==> config.mk <==
export PLATFORM = sky130hd
export DESIGN_NAME = alu_writeback
export DESIGN_NICKNAME = d
export VERILOG_FILES = /design/src/rtl/alu_writeback.sv
export SDC_FILE = /design/constraint.sdc
export NUM_CORES = 1
export LEC_CHECK = 0
export BUFFER_PORTS_ARGS = -buffer_cell sky130_fd_sc_hd__buf_2
export CORE_MARGIN = 2
export CORE_UTILIZATION = 53
export DETAILED_ROUTE_END_ITERATION = 10
export PLACE_DENSITY = 0.95
export SYNTH_ARGS = -nofsm -noshare
export SYNTH_HDL_FRONTEND = slang
export SYNTH_SLANG_ARGS = --single-unit
==> constraint.sdc <==
create_clock -name clk -period 4 [get_ports clk]
set_input_delay 0.8 -clock clk [delete_from_list [all_inputs] [get_ports clk]]
set_output_delay 0.8 -clock clk [all_outputs]
set_load 0.05 [all_outputs]
==> src/rtl/alu_writeback.sv <==
// Writeback stage after the ALU: commits results to A/X/Y/SP/P and issues
// memory writes (plain store or RMW old-then-new double write) over req/ack.
module alu_writeback #(
    parameter logic [7:0] P_RESET  = 8'h34,
    parameter logic [7:0] SP_RESET = 8'hFD
) (
    input  logic        clk,
    input  logic        rst_n,
    input  logic        wb_valid,
    output logic        wb_ready,
    input  logic [2:0]  wb_dest,
    input  logic        wb_flag_en,
    input  logic [7:0]  alu_out,
    input  logic [7:0]  alu_next_status,
    input  logic [7:0]  alu_old,
    input  logic [15:0] wb_addr,
    input  logic        p_load,
    input  logic [7:0]  p_load_data,
    output logic        mem_req,
    output logic        mem_we,
    output logic [15:0] mem_addr,
    output logic [7:0]  mem_wdata,
    input  logic        mem_ack,
    output logic [7:0]  reg_a,
    output logic [7:0]  reg_x,
    output logic [7:0]  reg_y,
    output logic [7:0]  reg_sp,
    output logic [7:0]  reg_p
);

    localparam logic [2:0] D_A   = 3'd1;
    localparam logic [2:0] D_X   = 3'd2;
    localparam logic [2:0] D_Y   = 3'd3;
    localparam logic [2:0] D_SP  = 3'd4;
    localparam logic [2:0] D_ST  = 3'd5;
    localparam logic [2:0] D_RMW = 3'd6;

    typedef enum logic [1:0] {IDLE, STORE, RMW_DUMMY, RMW_FINAL} state_t;

    state_t     state, state_nxt;
    logic       accept;
    logic [7:0] fin_data;

    assign wb_ready = (state == IDLE);
    assign accept   = wb_valid && wb_ready;
    // Request comes straight from the state register so reset drops it asynchronously.
    assign mem_req  = (state != IDLE);
    assign mem_we   = mem_req;

    always_ff @(posedge clk or negedge rst_n) begin
        if (!rst_n) state <= IDLE;
        else        state <= state_nxt;
    end

    always_comb begin
        state_nxt = state;
        case (state)
            IDLE: begin
                if (accept && wb_dest == D_ST)  state_nxt = STORE;
                if (accept && wb_dest == D_RMW) state_nxt = RMW_DUMMY;
            end
            STORE:     if (mem_ack) state_nxt = IDLE;
            RMW_DUMMY: if (mem_ack) state_nxt = RMW_FINAL;
            RMW_FINAL: if (mem_ack) state_nxt = IDLE;
            default:   state_nxt = IDLE;
        endcase
    end

    // Bus address/data are registered at accept and held for the whole request.
    always_ff @(posedge clk or negedge rst_n) begin
        if (!rst_n) begin
            mem_addr  <= '0;
            mem_wdata <= '0;
            fin_data  <= '0;
        end else if (accept && wb_dest == D_ST) begin
            mem_addr  <= wb_addr;
            mem_wdata <= alu_out;
        end else if (accept && wb_dest == D_RMW) begin
            mem_addr  <= wb_addr;
            mem_wdata <= alu_old;
            fin_data  <= alu_out;
        end else if (state == RMW_DUMMY && mem_ack) begin
            mem_wdata <= fin_data;
        end
    end

    always_ff @(posedge clk or negedge rst_n) begin
        if (!rst_n) begin
            reg_a  <= '0;
            reg_x  <= '0;
            reg_y  <= '0;
            reg_sp <= SP_RESET;
        end else if (accept) begin
            case (wb_dest)
                D_A:     reg_a  <= alu_out;
                D_X:     reg_x  <= alu_out;
                D_Y:     reg_y  <= alu_out;
                D_SP:    reg_sp <= alu_out;
                default: ;
            endcase
        end
    end

    // Direct P load wins over the ALU flag commit; bit 5 always reads as 1.
    always_ff @(posedge clk or negedge rst_n) begin
        if (!rst_n)                   reg_p <= P_RESET | 8'h20;
        else if (p_load)              reg_p <= p_load_data | 8'h20;
        else if (accept && wb_flag_en) reg_p <= alu_next_status | 8'h20;
    end

endmodule

==> results of run 1 <==
-- final cells by class --
type                       count  share of cell area
inverter                       1           0.0009146
timing repair buffer         121              0.1488
sequential                    73              0.4479
clock buffer                  10             0.03110
multi-input combinational    131              0.3320
clock inverter                 6             0.01646
tap                           75             0.02287
-- cell usage after synthesis (2+ instances only) --
| master | instances | share of area |
|---|---|---|
| sky130_fd_sc_hd__buf_1 | 2 | 0.0023 |
| sky130_fd_sc_hd__nand3b_1 | 17 | 0.039 |
| sky130_fd_sc_hd__clkbuf_1 | 3 | 0.0034 |
| sky130_fd_sc_hd__buf_6 | 3 | 0.010 |
| sky130_fd_sc_hd__buf_2 | 4 | 0.0061 |
| sky130_fd_sc_hd__a21oi_1 | 8 | 0.012 |
| sky130_fd_sc_hd__buf_4 | 2 | 0.0046 |
| sky130_fd_sc_hd__a2bb2oi_1 | 9 | 0.024 |
| sky130_fd_sc_hd__nor2b_1 | 2 | 0.0038 |
| sky130_fd_sc_hd__dfrtp_1 | 64 | 0.49 |
| sky130_fd_sc_hd__o22a_1 | 8 | 0.021 |
| sky130_fd_sc_hd__dfstp_2 | 9 | 0.072 |
| sky130_fd_sc_hd__mux2_4 | 18 | 0.082 |
| sky130_fd_sc_hd__mux2_2 | 52 | 0.18 |
-- per-stage QoR --
stage	setup slack, ps	instance area, um2	power [mW]	instances
after floorplan	1866	3286	3.002	219
after global placement	1640	3909	3.416	401
after detailed placement	1583	3909	3.480	401
after CTS	1858	4104	4.060	417
after global routing	1791	4104	4.202	417
final	1869	4104	4.035	417
-- state kept, by name (all words and copies together), names as in the netlist --
| register | flops |
|---|---|
| state | 2 |
| reg_y | 8 |
| reg_sp | 8 |
| mem_wdata | 8 |
| reg_a | 8 |
| reg_x | 8 |
| mem_addr | 16 |
| fin_data | 8 |
| reg_p | 7 |
-- report_power, final --
group / leakage [nW] / internal [mW] / switching (mW)
Clock: 0.0933 / 0.292 / 0.283
Sequential: 0.861 / 1.11 / 0.197
Combinational: 1.03 / 0.635 / 1.51
Total: 1.99 / 2.04 / 1.99
-- routing by layer --
| metal | wire length, um | share of wire | track usage |
|---|---|---|---|
| met3 | 415 | 0.057 | 0.03804 |
| met2 | 3583 | 0.50 | 0.3573 |
| met1 | 3074 | 0.42 | 0.2849 |
| met4 | 161 | 0.022 | 0.1131 |
| met5 | 0 | 0 | 0 |
-- worst max-delay path by stage --
stage / slack (ps) / to / cells past startpoint / from
after detailed placement: 1580 / fin_data[2]$_DFFE_PN0P_ / 4 / wb_dest[1]
after global placement: 1640 / mem_addr[6]$_DFFE_PN0P_ / 4 / wb_dest[0]
after floorplan: 1870 / reg_x[0]$_DFFE_PN0P_ / 6 / state[1]$_DFFE_PN0P_
after global routing: 1790 / mem_req / 3 / state[1]$_DFFE_PN0P_
final: 1870 / mem_we / 3 / state[1]$_DFFE_PN0P_
after CTS: 1860 / mem_we / 3 / state[1]$_DFFE_PN0P_
-- cells by family after synthesis --
group	Yosys count	share of synthesized area
compound gates	28	0.06702
xor+xnor	1	0.004952
buf+inv	15	0.02780
flops	73	0.5594
mux	71	0.2635
other cells	1	0.001141
simple gates	30	0.07616
==> tab_implementation.tex, run 1 <==
\begin{tabular}{lr}
\hline
Metric & Value \\
\hline
\multicolumn{2}{l}{\textbf{Status}} \\
\quad Status & complete, no violations \\
\multicolumn{2}{l}{\textbf{Final layout}} \\
\quad Final design utilization & 0.6891 \\
\quad Area growth from synthesis to final layout & 24.90\% \\
\quad Most common cell after layout, fill and taps aside & sky130\_fd\_sc\_hd\_\_buf\_2 \\
\quad Fraction of final layout cells sized beyond drive strength 1 & 0.6550 \\
\quad Number of antenna repair diodes & 0 \\
\quad Footprint of the multi-input gates & 1363 um2 \\
\quad Layout Nets & 394 \\
\quad Most frequent cells in the layout & 119 x sky130\_fd\_sc\_hd\_\_buf\_2, 64 x sky130\_fd\_sc\_hd\_\_dfrtp\_1, 52 x sky130\_fd\_sc\_hd\_\_mux2\_2 \\
\quad Area used by sequential logic in the layout & 1838 um2 \\
\quad Filler instances & 420 \\
\multicolumn{2}{l}{\textbf{Placed design}} \\
\quad Routability Congestion & 0.7579 \\
\quad Final HPWL from detailed placement & 5142 um \\
\quad Total of buffers placed on input and output ports & 120 \\
\multicolumn{2}{l}{\textbf{Timing}} \\
\quad Least-Margin Pin Slew & 887.1 ps \\
\quad Slew Viols, Final & 0 \\
\quad Highest clock frequency the design can meet & 0.4693 GHz \\
\quad Setup TNS & 0 ps \\
\quad Tcrit/Tclk final & 0.5327 \\
\quad Hold\_ws & 500.0 ps \\
\quad Number of hold-slack violations in the final timing report & 0 \\
\quad Setup repair after global routing missed its margin & false \\
\quad Worst slew margin & 0.4086 \\
\quad Count of endpoints failing setup in the final report & 0 \\
\quad Final period demand of the worst path & 2131 ps \\
\quad Clock skew & 12.45 ps \\
\multicolumn{2}{l}{\textbf{Pwr}} \\
\quad Power Dens Cells & 983.1 nW/um2 \\
\quad Worst IR drop on VDD & 0.7963 mV \\
\quad Static leakage & 1.985 nW \\
\multicolumn{2}{l}{\textbf{Global routing}} \\
\quad Via count of the first global-routing pass & 2297 \\
\quad Number of antenna violations at the first check in global routing & 0 \\
\quad Wire length of the first global-routing pass & 11030 um \\
\quad Tot GR Track Use & 0.2201 \\
\quad Final global-route overflow total & 0 \\
\quad Largest net degree at the start of global routing & 74 \\
\multicolumn{2}{l}{\textbf{Critical path}} \\
\quad CP max stage cell & sky130\_fd\_sc\_hd\_\_dfrtp\_1 \\
\quad Arrival time of data at the critical path endpoint & 1330 ps \\
\quad Destination of the worst register-to-register timing path & fin\_data[4]\$\_DFFE\_PN0P\_ \\
\quad Crit-path leading delay family & flip-flops \\
\quad Crit path largest cell delay & 520 ps \\
\quad Maximum fanout count along the critical path & 8 \\
\quad Length in cells of the worst reg-to-reg path & 4 \\
\quad Critical path endpoint category & output pin \\
\quad Startpoint of the worst-slack reg-to-reg timing path & state[1]\$\_DFFE\_PN0P\_ \\
\quad Startpoint-to-endpoint class of the critical path & reg2out \\
\quad List of cells traversed by the critical path & nor2\_4 > inv\_2 > buf\_2 \\
\quad Data required, critical path & 3200 ps \\
\quad Startpoint type of the worst setup path & flop \\
\quad Number of buffers and inverters on the critical path & 2 \\
\quad Register-to-register setup slack & 2070 ps \\
\multicolumn{2}{l}{\textbf{Floorplan}} \\
\quad Floorplan core area & 5956 um2 \\
\quad Die X-Extent & 82.74 um \\
\quad Initial core utilization & 0.5517 \\
\quad Number of placement rows & 28 \\
\quad Total I/O pin count & 124 \\
\quad Die area & 6845 um2 \\
\quad DIE HEIGHT & 82.74 um \\
\multicolumn{2}{l}{\textbf{Clocking}} \\
\quad Total clock buffers created by CTS & 9 \\
\quad CTS Root Buffer Type & sky130\_fd\_sc\_hd\_\_clkbuf\_8 \\
\quad CTS tree & done \\
\quad CTS Hold Bufs & 0 \\
\quad Total clock sinks & 73 \\
\quad Post CTS Setup Buffer Count & 0 \\
\quad Number of H-tree levels & 3 \\
\quad CTS max path bufs & 2 \\
\quad Clock Latency Late Sink & 340 ps \\
\quad Clock slew at reported path FFs & 90 ps \\
\quad Number of resized instances in the post-cts repair step & 0 \\
\multicolumn{2}{l}{\textbf{Synth}} \\
\quad Number of register bits inferred by synthesis & 73 \\
\quad Number of flops mapped to enable cells by yosys & 0 \\
\quad Synth Warn \# & 0 \\
\quad Number of unique standard cell types used by synthesis & 32 \\
\quad Share of flip-flops with an asynchronous set or reset & 1.000 \\
\quad Synthesized area divided by synthesized cell count & 15.00 um2 \\
\quad Commonest register cell after synthesis & sky130\_fd\_sc\_hd\_\_dfrtp\_1 \\
\quad Sequential element share of the synthesized area & 0.5594 \\
\quad Cell Area, Synth & 3286 um2 \\
\quad Synthesized instance count & 219 \\
\quad Syn nets & 276 \\
\multicolumn{2}{l}{\textbf{Flow run}} \\
\quad Maximum capacitance violations & 0 \\
\multicolumn{2}{l}{\textbf{Hold path}} \\
\quad Worst hold path cell count & 1 \\
\quad WHS Endpoint & mem\_addr[5]\$\_DFFE\_PN0P\_ \\
\quad Hold crit path type & reg2reg \\
\quad Worst Min Path Start & mem\_addr[5]\$\_DFFE\_PN0P\_ \\
\multicolumn{2}{l}{\textbf{Routing}} \\
\quad Residual DRC & 0 \\
\quad Final WL & 7234 um \\
\quad Router iterations before antenna repair & 4 \\
\quad Wire per inst & 17.35 um \\
\quad Violation count after the first detailed-routing iteration & 95 \\
\quad Vias per cell & 5.578 \\
\quad Routed vias & 2326 \\
\quad Post-detailed-route count of antenna-violating nets & 0 \\
\hline
\end{tabular}
(Power assumes the default switching activity.)
==> run 2: changes to the inputs <==
--- a/config.mk
+++ b/config.mk
@@ -7,9 +7,9 @@
 export LEC_CHECK = 0
 export BUFFER_PORTS_ARGS = -buffer_cell sky130_fd_sc_hd__buf_2
 export CORE_MARGIN = 2
-export CORE_UTILIZATION = 53
+export CORE_UTILIZATION = 49
 export DETAILED_ROUTE_END_ITERATION = 10
-export PLACE_DENSITY = 0.95
+export PLACE_DENSITY = 0.91
 export SYNTH_ARGS = -nofsm -noshare
 export SYNTH_HDL_FRONTEND = slang
 export SYNTH_SLANG_ARGS = --single-unit
==> constraint.sdc (replaced) <==
create_clock -name clk -period 2.21 [get_ports clk]
set_input_delay 0.442 -clock clk [delete_from_list [all_inputs] [get_ports clk]]
set_output_delay 0.442 -clock clk [all_outputs]
set_load 0.05 [all_outputs]
==> run 2 against run 1 <==
  * The flow now finishes with violations (DRC)
  * Worst hold slack got worse by 420 ps
  * Power increased by 82%
  * Clock power increased by 85%
  * Sequential cell count unchanged
  * Largest cell class unchanged
  * First-iteration DRC count increased by 19%
  * Final cell count increased by 1.4%
  * Non-clock buffer count increased by 4
==> tab_implementation.tex, run 2 (synthesis results as in run 1) <==
\begin{tabular}{lr}
\hline
Metric & Value \\
\hline
\multicolumn{2}{l}{\textbf{Critical path}} \\
\quad Length in cells of the worst reg-to-reg path & 4 (unchanged) \\
\quad Destination of the worst register-to-register timing path & reg\_x[2]\$\_DFFE\_PN0P\_ (was fin\_data[4]\$\_DFFE\_PN0P\_) \\
\quad Startpoint of the worst-slack reg-to-reg timing path & state[1]\$\_DFFE\_PN0P\_ (unchanged) \\
\quad Startpoint of the worst setup timing path & state[1]\$\_DFFE\_PN0P\_ (unchanged) \\
\quad Critical path endpoint category & flop (was output pin) \\
\quad Register-to-register setup slack & 380 ps (was 2070 ps) \\
\quad Last element of the critical path & reg\_x[2]\$\_DFFE\_PN0P\_ (was mem\_we) \\
\quad Data required, critical path & 2440 ps (was 3200 ps) \\
\quad Startpoint-to-endpoint class of the critical path & reg2reg (was reg2out) \\
\quad Startpoint type of the worst setup path & flop (unchanged) \\
\quad Maximum fanout count along the critical path & 8 (unchanged) \\
\quad Arrival time of data at the critical path endpoint & 2060 ps (was 1330 ps) \\
\multicolumn{2}{l}{\textbf{Timing}} \\
\quad Setup TNS & 0 ps (unchanged) \\
\quad Setup repair after global routing missed its margin & false (unchanged) \\
\quad Tcrit/Tclk final & 0.8273 \\
\quad Least-Margin Pin Slew & 576.8 ps (was 887.1 ps) \\
\quad Slew Viols, Final & 0 (unchanged) \\
\quad Number of hold-slack violations in the final timing report & 0 (unchanged) \\
\quad Highest clock frequency the design can meet & 0.5469 GHz \\
\quad Final period demand of the worst path & 1828 ps \\
\quad Worst slew margin & 0.6154 (was 0.4086) \\
\quad Count of endpoints failing setup in the final report & 0 (unchanged) \\
\quad PnR worst setup slack & 381.6 ps (was 1869 ps) \\
\quad Clock skew & 14.01 ps (was 12.45 ps) \\
\multicolumn{2}{l}{\textbf{Clocking}} \\
\quad Number of resized instances in the post-cts repair step & 0 (unchanged) \\
\quad Number of H-tree levels & 3 (unchanged) \\
\quad Clock Latency Late Sink & 340 ps (about the same) \\
\quad Total clock buffers created by CTS & 9 (unchanged) \\
\quad CTS Hold Bufs & 0 (unchanged) \\
\quad CTS max path bufs & 2 (unchanged) \\
\quad CTS Root Buffer Type & sky130\_fd\_sc\_hd\_\_clkbuf\_8 (unchanged) \\
\quad Clock slew at reported path FFs & 90 ps (about the same) \\
\quad CTS tree & done (unchanged) \\
\quad Total clock sinks & 73 (unchanged) \\
\quad Post CTS Setup Buffer Count & 0 (unchanged) \\
\multicolumn{2}{l}{\textbf{Floorplan}} \\
\quad Floorplan core area & 6422 um2 (was 5956 um2) \\
\quad Initial core utilization & 0.5116 (was 0.5517) \\
\quad Die X-Extent & 85.89 um (was 82.74 um) \\
\quad Die area & 7376 um2 (was 6845 um2) \\
\quad Number of placement rows & 29 (was 28) \\
\quad DIE HEIGHT & 85.89 um (was 82.74 um) \\
\quad Total I/O pin count & 124 (unchanged) \\
\multicolumn{2}{l}{\textbf{Pwr}} \\
\quad Static leakage & 2.020 nW (was 1.985 nW) \\
\quad Worst IR drop on VDD & 1.171 mV (was 0.7963 mV) \\
\quad Power Dens Cells & 1767 nW/um2 (was 983.1 nW/um2) \\
\multicolumn{2}{l}{\textbf{Global routing}} \\
\quad Wire length of the first global-routing pass & 12210 um (was 11030 um) \\
\quad Via count of the first global-routing pass & 2497 (was 2297) \\
\quad Tot GR Track Use & 0.2184 (was 0.2201) \\
\quad Number of antenna violations at the first check in global routing & 0 (unchanged) \\
\quad Final global-route overflow total & 0 (unchanged) \\
\quad Largest net degree at the start of global routing & 46 (was 74) \\
\multicolumn{2}{l}{\textbf{Final layout}} \\
\quad Filler instances & 476 (was 420) \\
\quad Fraction of final layout cells sized beyond drive strength 1 & 0.6618 (was 0.6550) \\
\quad Area used by sequential logic in the layout & 1838 um2 (unchanged) \\
\quad Biggest register & mem\_addr (unchanged) \\
\quad Max FFs per register & 16 (unchanged) \\
\quad Number of antenna repair diodes & 0 (unchanged) \\
\quad Area growth from synthesis to final layout & 26.50\% (was 24.90\%) \\
\quad Most common cell after layout, fill and taps aside & sky130\_fd\_sc\_hd\_\_buf\_2 (unchanged) \\
\quad Count of placed standard cells in the final layout, fillers left out & 423 (was 417) \\
\quad Footprint of the multi-input gates & 1363 um2 (unchanged) \\
\quad Layout Nets & 398 (was 394) \\
\quad Finished layout cell area & 4156 um2 (was 4104 um2) \\
\quad Most frequent cells in the layout & 119 x sky130\_fd\_sc\_hd\_\_buf\_2, 64 x sky130\_fd\_sc\_hd\_\_dfrtp\_1, 52 x sky130\_fd\_sc\_hd\_\_mux2\_2 (unchanged) \\
\multicolumn{2}{l}{\textbf{Routing}} \\
\quad Vias per cell & 5.530 (was 5.578) \\
\quad Final WL & 7536 um (was 7234 um) \\
\quad Violation count after the first detailed-routing iteration & 113 (was 95) \\
\quad Post-detailed-route count of antenna-violating nets & 0 (unchanged) \\
\quad Wire per inst & 17.82 um (was 17.35 um) \\
\quad Router iterations before antenna repair & 8 (was 4) \\
\quad Residual DRC & 9 (was 0) \\
\quad Routed vias & 2339 (was 2326) \\
\multicolumn{2}{l}{\textbf{Flow run}} \\
\quad Maximum capacitance violations & 0 (unchanged) \\
\multicolumn{2}{l}{\textbf{Placed design}} \\
\quad Final HPWL from detailed placement & 5363 um (was 5142 um) \\
\quad Routability Congestion & 0.7648 (was 0.7579) \\
\quad Dpl cells & 407 (was 401) \\
\quad Total of buffers placed on input and output ports & 120 (unchanged) \\
\quad Cell area after placement & 3954 um2 (was 3909 um2) \\
\quad Pre-CTS WS & 311.4 ps (was 1583 ps) \\
\multicolumn{2}{l}{\textbf{Status}} \\
\quad Status & finished, violations left (was complete, no violations) \\
\quad Violations in the final reports & DRC \\
\multicolumn{2}{l}{\textbf{Hold path}} \\
\quad Hold crit path type & in2async (was reg2reg) \\
\hline
\end{tabular}
run 2: routing by layer:
metal,up-vias,wire [um],track usage
met5,-,0,0
met2,88,3874,0.3502
li1,1054,-,-
met3,15,381,0.04042
met1,1182,3085,0.2769
met4,0,194,0.1284
run 2: per-stage QoR:
step	hold slack [ps]	total power, mW	utilization
global placement	474.2	6.189	0.6156
detailed placement	478.9	6.311	0.6156
finish	82.69	7.346	0.6472
CTS	97.83	7.392	0.6472
global route	121.9	7.664	0.6472
floorplan	146.4	5.433	-
run 2: critical path: stages (launching register included):
cell and delay [ps]:
sky130_fd_sc_hd__dfrtp_1 500, sky130_fd_sc_hd__nor2_4 200, sky130_fd_sc_hd__inv_2 80, sky130_fd_sc_hd__or4_4 610
sky130_fd_sc_hd__mux2_4 330
run 2: power by group:
| part | switching, mW | internal [mW] | leakage [nW] |
|---|---|---|---|
| clock | 0.532 | 0.531 | 0.104 |
| combinational | 2.75 | 1.16 | 1.06 |
| sequential | 0.364 | 2.02 | 0.861 |
| total | 3.64 | 3.71 | 2.02 |
run 2: worst min-delay path by stage:
stage | from | to | depth (start not counted)
floorplan | rst_n | fin_data[0]$_DFFE_PN0P_ | 0
global placement | rst_n | reg_sp[1]$_DFFE_PN0P_ | 1
detailed placement | rst_n | reg_sp[1]$_DFFE_PN0P_ | 1
CTS | rst_n | reg_a[1]$_DFFE_PN0P_ | 1
global route | rst_n | reg_a[1]$_DFFE_PN0P_ | 1
finish | rst_n | reg_sp[1]$_DFFE_PN0P_ | 1
run 2: final cells by class:
cell class	instances	area share
Tap cell	77	0.02318
Sequential cell	73	0.4422
Clock buffer	9	0.02980
Timing Repair Buffer	125	0.1571
Clock inverter	7	0.01896
Inverter	1	0.0009031
Multi-Input combinational cell	131	0.3278
==> run 3: changes to the inputs <==
--- a/config.mk
+++ b/config.mk
@@ -5,11 +5,12 @@
 export SDC_FILE = /design/constraint.sdc
 export NUM_CORES = 1
 export LEC_CHECK = 0
+export ABC_AREA = 1
 export BUFFER_PORTS_ARGS = -buffer_cell sky130_fd_sc_hd__buf_2
 export CORE_MARGIN = 2
-export CORE_UTILIZATION = 49
+export CORE_UTILIZATION = 48
 export DETAILED_ROUTE_END_ITERATION = 10
-export PLACE_DENSITY = 0.91
+export PLACE_DENSITY = 0.9
 export SYNTH_ARGS = -nofsm -noshare
 export SYNTH_HDL_FRONTEND = slang
 export SYNTH_SLANG_ARGS = --single-unit
==> constraint.sdc (replaced) <==
create_clock -name clk -period 1.9 [get_ports clk]
set_input_delay 0.38 -clock clk [delete_from_list [all_inputs] [get_ports clk]]
set_output_delay 0.38 -clock clk [all_outputs]
set_load 0.05 [all_outputs]
==> run 3 against run 2 <==
  * The flow now finishes without violations
  * Die area decreased by 2.3%
  * Global-route usage down 0.43 points
  * Synthesized cell count rose by 61%
  * Via count is 17% higher
  * Sequential power up 13%
  * Worst setup slack lost 100 ps
  * Register-to-register slack got worse by 90 ps
  * Synthesized area shrank 4.4%
  * Sequential share of layout area increased by 1.8 points
  * Core utilization down 1.8 points
  * Highest routed layer unchanged
==> tab_implementation.tex, run 3 <==
\begin{tabular}{lr}
\hline
Metric & Value \\
\hline
\multicolumn{2}{l}{\textbf{Floorplan}} \\
\quad Die area & 7205 um2 (was 7376 um2) \\
\quad DIE HEIGHT & 84.89 um (was 85.89 um) \\
\quad Die X-Extent & 84.89 um (was 85.89 um) \\
\quad Total I/O pin count & 124 (unchanged) \\
\quad Number of placement rows & 29 (unchanged) \\
\quad Initial core utilization & 0.4946 (was 0.5116) \\
\quad Floorplan core area & 6350 um2 (was 6422 um2) \\
\multicolumn{2}{l}{\textbf{Timing}} \\
\quad Number of hold-slack violations in the final timing report & 0 (unchanged) \\
\quad Tcrit/Tclk final & 0.8516 \\
\quad Clock skew & 9.284 ps (was 14.01 ps) \\
\quad Highest clock frequency the design can meet & 0.6181 GHz \\
\quad Final period demand of the worst path & 1618 ps \\
\quad Setup repair after global routing missed its margin & false (unchanged) \\
\quad Hold\_ws & 233.5 ps (was 82.69 ps) \\
\quad Setup TNS & 0 ps (unchanged) \\
\quad Count of endpoints failing setup in the final report & 0 (unchanged) \\
\quad Slew Viols, Final & 0 (unchanged) \\
\multicolumn{2}{l}{\textbf{Status}} \\
\quad Status & complete, no violations (was finished, violations left) \\
\multicolumn{2}{l}{\textbf{Final layout}} \\
\quad Max FFs per register & 16 (unchanged) \\
\quad Filler instances & 557 (was 476) \\
\quad Most frequent cells in the layout & 125 x sky130\_fd\_sc\_hd\_\_nand2\_1, 119 x sky130\_fd\_sc\_hd\_\_buf\_2, 64 x sky130\_fd\_sc\_hd\_\_dfrtp\_1 (was 119 x sky130\_fd\_sc\_hd\_\_buf\_2, 64 x sky130\_fd\_sc\_hd\_\_dfrtp\_1, 52 x sky130\_fd\_sc\_hd\_\_mux2\_2) \\
\quad Most common cell after layout, fill and taps aside & sky130\_fd\_sc\_hd\_\_nand2\_1 (was sky130\_fd\_sc\_hd\_\_buf\_2) \\
\quad Count of placed standard cells in the final layout, fillers left out & 558 (was 423) \\
\quad Fraction of final layout cells sized beyond drive strength 1 & 0.3576 (was 0.6618) \\
\quad Number of antenna repair diodes & 0 (unchanged) \\
\quad Layout Nets & 533 (was 398) \\
\quad Area growth from synthesis to final layout & 27.17\% (was 26.50\%) \\
\quad Biggest register & mem\_addr (unchanged) \\
\multicolumn{2}{l}{\textbf{Flow run}} \\
\quad Maximum capacitance violations & 0 (unchanged) \\
\multicolumn{2}{l}{\textbf{Critical path}} \\
\quad Arrival time of data at the critical path endpoint & 1240 ps (was 2060 ps) \\
\quad Critical path endpoint category & output pin (was flop) \\
\quad Startpoint of the worst-slack reg-to-reg timing path & state[1]\$\_DFFE\_PN0P\_ (unchanged) \\
\quad Startpoint-to-endpoint class of the critical path & reg2out (was reg2reg) \\
\quad Crit-path leading delay family & flip-flops (was simple AND/OR/NAND/NOR gates) \\
\quad Startpoint type of the worst setup path & flop (unchanged) \\
\quad Crit path largest cell delay & 420 ps (was 610 ps) \\
\quad Length in cells of the worst reg-to-reg path & 7 (was 4) \\
\quad CP max stage cell & sky130\_fd\_sc\_hd\_\_dfrtp\_1 (was sky130\_fd\_sc\_hd\_\_or4\_4) \\
\quad Startpoint of the worst setup timing path & state[1]\$\_DFFE\_PN0P\_ (unchanged) \\
\quad Stages on the worst setup path & 2 (was 4) \\
\quad Number of buffers and inverters on the critical path & 1 (unchanged) \\
\quad List of cells traversed by the critical path & nor2\_2 > buf\_2 (was nor2\_4 > inv\_2 > or4\_4 > mux2\_4) \\
\quad Maximum fanout count along the critical path & 4 (was 8) \\
\quad Data required, critical path & 1520 ps (was 2440 ps) \\
\multicolumn{2}{l}{\textbf{Placed design}} \\
\quad Final HPWL from detailed placement & 5510 um (was 5363 um) \\
\quad Dpl cells & 541 (was 407) \\
\quad Routability Congestion & 0.7633 (was 0.7648) \\
\quad Total of buffers placed on input and output ports & 120 (unchanged) \\
\multicolumn{2}{l}{\textbf{Clocking}} \\
\quad Post CTS Setup Buffer Count & 0 (unchanged) \\
\quad Clock slew at reported path FFs & 80 ps (was 90 ps) \\
\quad Number of H-tree levels & 3 (unchanged) \\
\quad Total clock sinks & 73 (unchanged) \\
\quad CTS tree & done (unchanged) \\
\quad Clock Latency Late Sink & 340 ps (about the same) \\
\quad CTS max path bufs & 2 (unchanged) \\
\quad CTS Root Buffer Type & sky130\_fd\_sc\_hd\_\_clkbuf\_8 (unchanged) \\
\quad Total clock buffers created by CTS & 9 (unchanged) \\
\multicolumn{2}{l}{\textbf{Synth}} \\
\quad Cell Area, Synth & 3141 um2 (was 3286 um2) \\
\quad Largest cells by area after synthesis & sky130\_fd\_sc\_hd\_\_dfrtp\_1 51\%, sky130\_fd\_sc\_hd\_\_nand2\_1 15\%, sky130\_fd\_sc\_hd\_\_dfstp\_2 7.5\%, sky130\_fd\_sc\_hd\_\_o21ai\_0 6.7\%, sky130\_fd\_sc\_hd\_\_nor2\_1 5.3\% (was sky130\_fd\_sc\_hd\_\_dfrtp\_1 49\%, sky130\_fd\_sc\_hd\_\_mux2\_2 18\%, sky130\_fd\_sc\_hd\_\_mux2\_4 8.2\%, sky130\_fd\_sc\_hd\_\_dfstp\_2 7.2\%, sky130\_fd\_sc\_hd\_\_nand3b\_1 3.9\%) \\
\quad Synthesized instance count & 352 (was 219) \\
\quad Synthesized area divided by synthesized cell count & 8.922 um2 (was 15.00 um2) \\
\quad Number of register bits inferred by synthesis & 73 (unchanged) \\
\quad Area leader, netlist & sky130\_fd\_sc\_hd\_\_dfrtp\_1 (unchanged) \\
\quad Sequential element share of the synthesized area & 0.5853 (was 0.5594) \\
\quad Most repeated cell in the gate-level netlist after synthesis & sky130\_fd\_sc\_hd\_\_nand2\_1 (was sky130\_fd\_sc\_hd\_\_dfrtp\_1) \\
\quad Number of unique standard cell types used by synthesis & 24 (was 32) \\
\quad Syn nets & 409 (was 276) \\
\quad Synth Warn \# & 0 (unchanged) \\
\quad Commonest register cell after synthesis & sky130\_fd\_sc\_hd\_\_dfrtp\_1 (unchanged) \\
\quad Share of flip-flops with an asynchronous set or reset & 1.000 (unchanged) \\
\quad Most frequent cells after synthesis & 125 x sky130\_fd\_sc\_hd\_\_nand2\_1, 64 x sky130\_fd\_sc\_hd\_\_dfrtp\_1, 44 x sky130\_fd\_sc\_hd\_\_nor2\_1 (was 64 x sky130\_fd\_sc\_hd\_\_dfrtp\_1, 52 x sky130\_fd\_sc\_hd\_\_mux2\_2, 18 x sky130\_fd\_sc\_hd\_\_mux2\_4) \\
\quad Area fraction of the dominant cell type after synthesis & 0.5100 (was 0.4874) \\
\quad Number of flops mapped to enable cells by yosys & 0 (unchanged) \\
\multicolumn{2}{l}{\textbf{Hold path}} \\
\quad Worst hold path cell count & 3 \\
\quad Hold crit path type & in2reg (was in2async) \\
\quad Worst Min Path Start & wb\_addr[3] \\
\multicolumn{2}{l}{\textbf{Global routing}} \\
\quad Final global-route overflow total & 0 (unchanged) \\
\quad Tot GR Track Use & 0.2141 (was 0.2184) \\
\quad Number of antenna violations at the first check in global routing & 0 (unchanged) \\
\quad Wire length of the first global-routing pass & 12280 um (was 12210 um) \\
\quad Largest net degree at the start of global routing & 40 (was 46) \\
\quad Via count of the first global-routing pass & 2614 (was 2497) \\
\multicolumn{2}{l}{\textbf{Routing}} \\
\quad Router iterations before antenna repair & 5 (was 8) \\
\quad Violation count after the first detailed-routing iteration & 106 (was 113) \\
\quad Vias per cell & 4.923 (was 5.530) \\
\quad Routed vias & 2747 (was 2339) \\
\quad Final WL & 7427 um (was 7536 um) \\
\quad Post-detailed-route count of antenna-violating nets & 0 (unchanged) \\
\quad Residual DRC & 0 (was 9) \\
\quad Wire per inst & 13.31 um (was 17.82 um) \\
\multicolumn{2}{l}{\textbf{Pwr}} \\
\quad Static leakage & 2.195 nW (was 2.020 nW) \\
\quad Worst IR drop on VDD & 1.215 mV (was 1.171 mV) \\
\quad Power Dens Cells & 1950 nW/um2 (was 1767 nW/um2) \\
\hline
\end{tabular}
[run 3: routing by layer]
layer,routed length (um),up-vias,GRT usage,part of all wire
met3,425,13,0.04183,0.057
li1,-,1361,-,-
met2,3657,100,0.3550,0.49
met4,106,0,0.06782,0.014
met5,0,-,0,0
met1,3237,1273,0.2867,0.44
[run 3: tightest hold or removal path, stage by stage]
cell	delay (ps)
sky130_fd_sc_hd__buf_2	70
sky130_fd_sc_hd__nand2_1	40
sky130_fd_sc_hd__nand2_1	50
[run 3: area by class of cell]
cell class,instances,area (um2),area share
Clock buffer,9,123.9,0.03102
Multi-Input combinational cell,248,1154,0.2888
Tap cell,77,96.34,0.02412
Inverter,19,73.82,0.01848
Sequential cell,73,1838,0.4602
Timing Repair Buffer,125,655.6,0.1642
Clock inverter,7,52.55,0.01316
[run 3: path summary, 6_finish.rpt]
kind / to / slack [ps]
max in group asynchronous: reg_p[2]$_DFFE_PN1P_ / 740
max: wb_ready / 280
max reg2reg: mem_wdata[0]$_DFFE_PN0P_ / 290
min reg2reg: mem_addr[4]$_DFFE_PN0P_ / 470
min: mem_addr[3]$_DFFE_PN0P_ / 230
min in group asynchronous: reg_p[0]$_DFFE_PN0P_ / 510
[run 3: cell families (layout without fill, tap and decap cells)]
family                 after synthesis  count (layout)  synth area share
other                                1               1          0.001194
AO/OA/AOI/OAI                       51              51           0.09044
flip-flops                          73              73            0.5853
AND/OR/NAND/NOR                    196             196            0.2757
buffers and inverters               31             160           0.04741
[run 3: per-stage QoR]
stage	setup WS, ps	utilization	power (mW)	area, um2
finish	282.0	0.6290	7.790	3994
global route	118.3	0.6290	8.216	3994
CTS	281.4	0.6290	7.848	3994
detailed placement	223.4	0.5996	6.735	3807
global placement	280.2	0.5996	6.611	3807
floorplan	42.79	-	5.748	3141
[run 3: report_power, final]
group / switching (mW) / total, mW / internal, mW
clock network: 0.614 / 1.10 / 0.482
logic: 3.17 / 4.00 / 0.838
registers: 0.381 / 2.69 / 2.31
total: 4.16 / 7.79 / 3.63
[run 3: what timing repair did]
item | 4_1_cts | 5_1_grt
gates resized for setup | 0 | 0
hold endpoints to repair | 27 | 0
hold buffers | 1 | 0
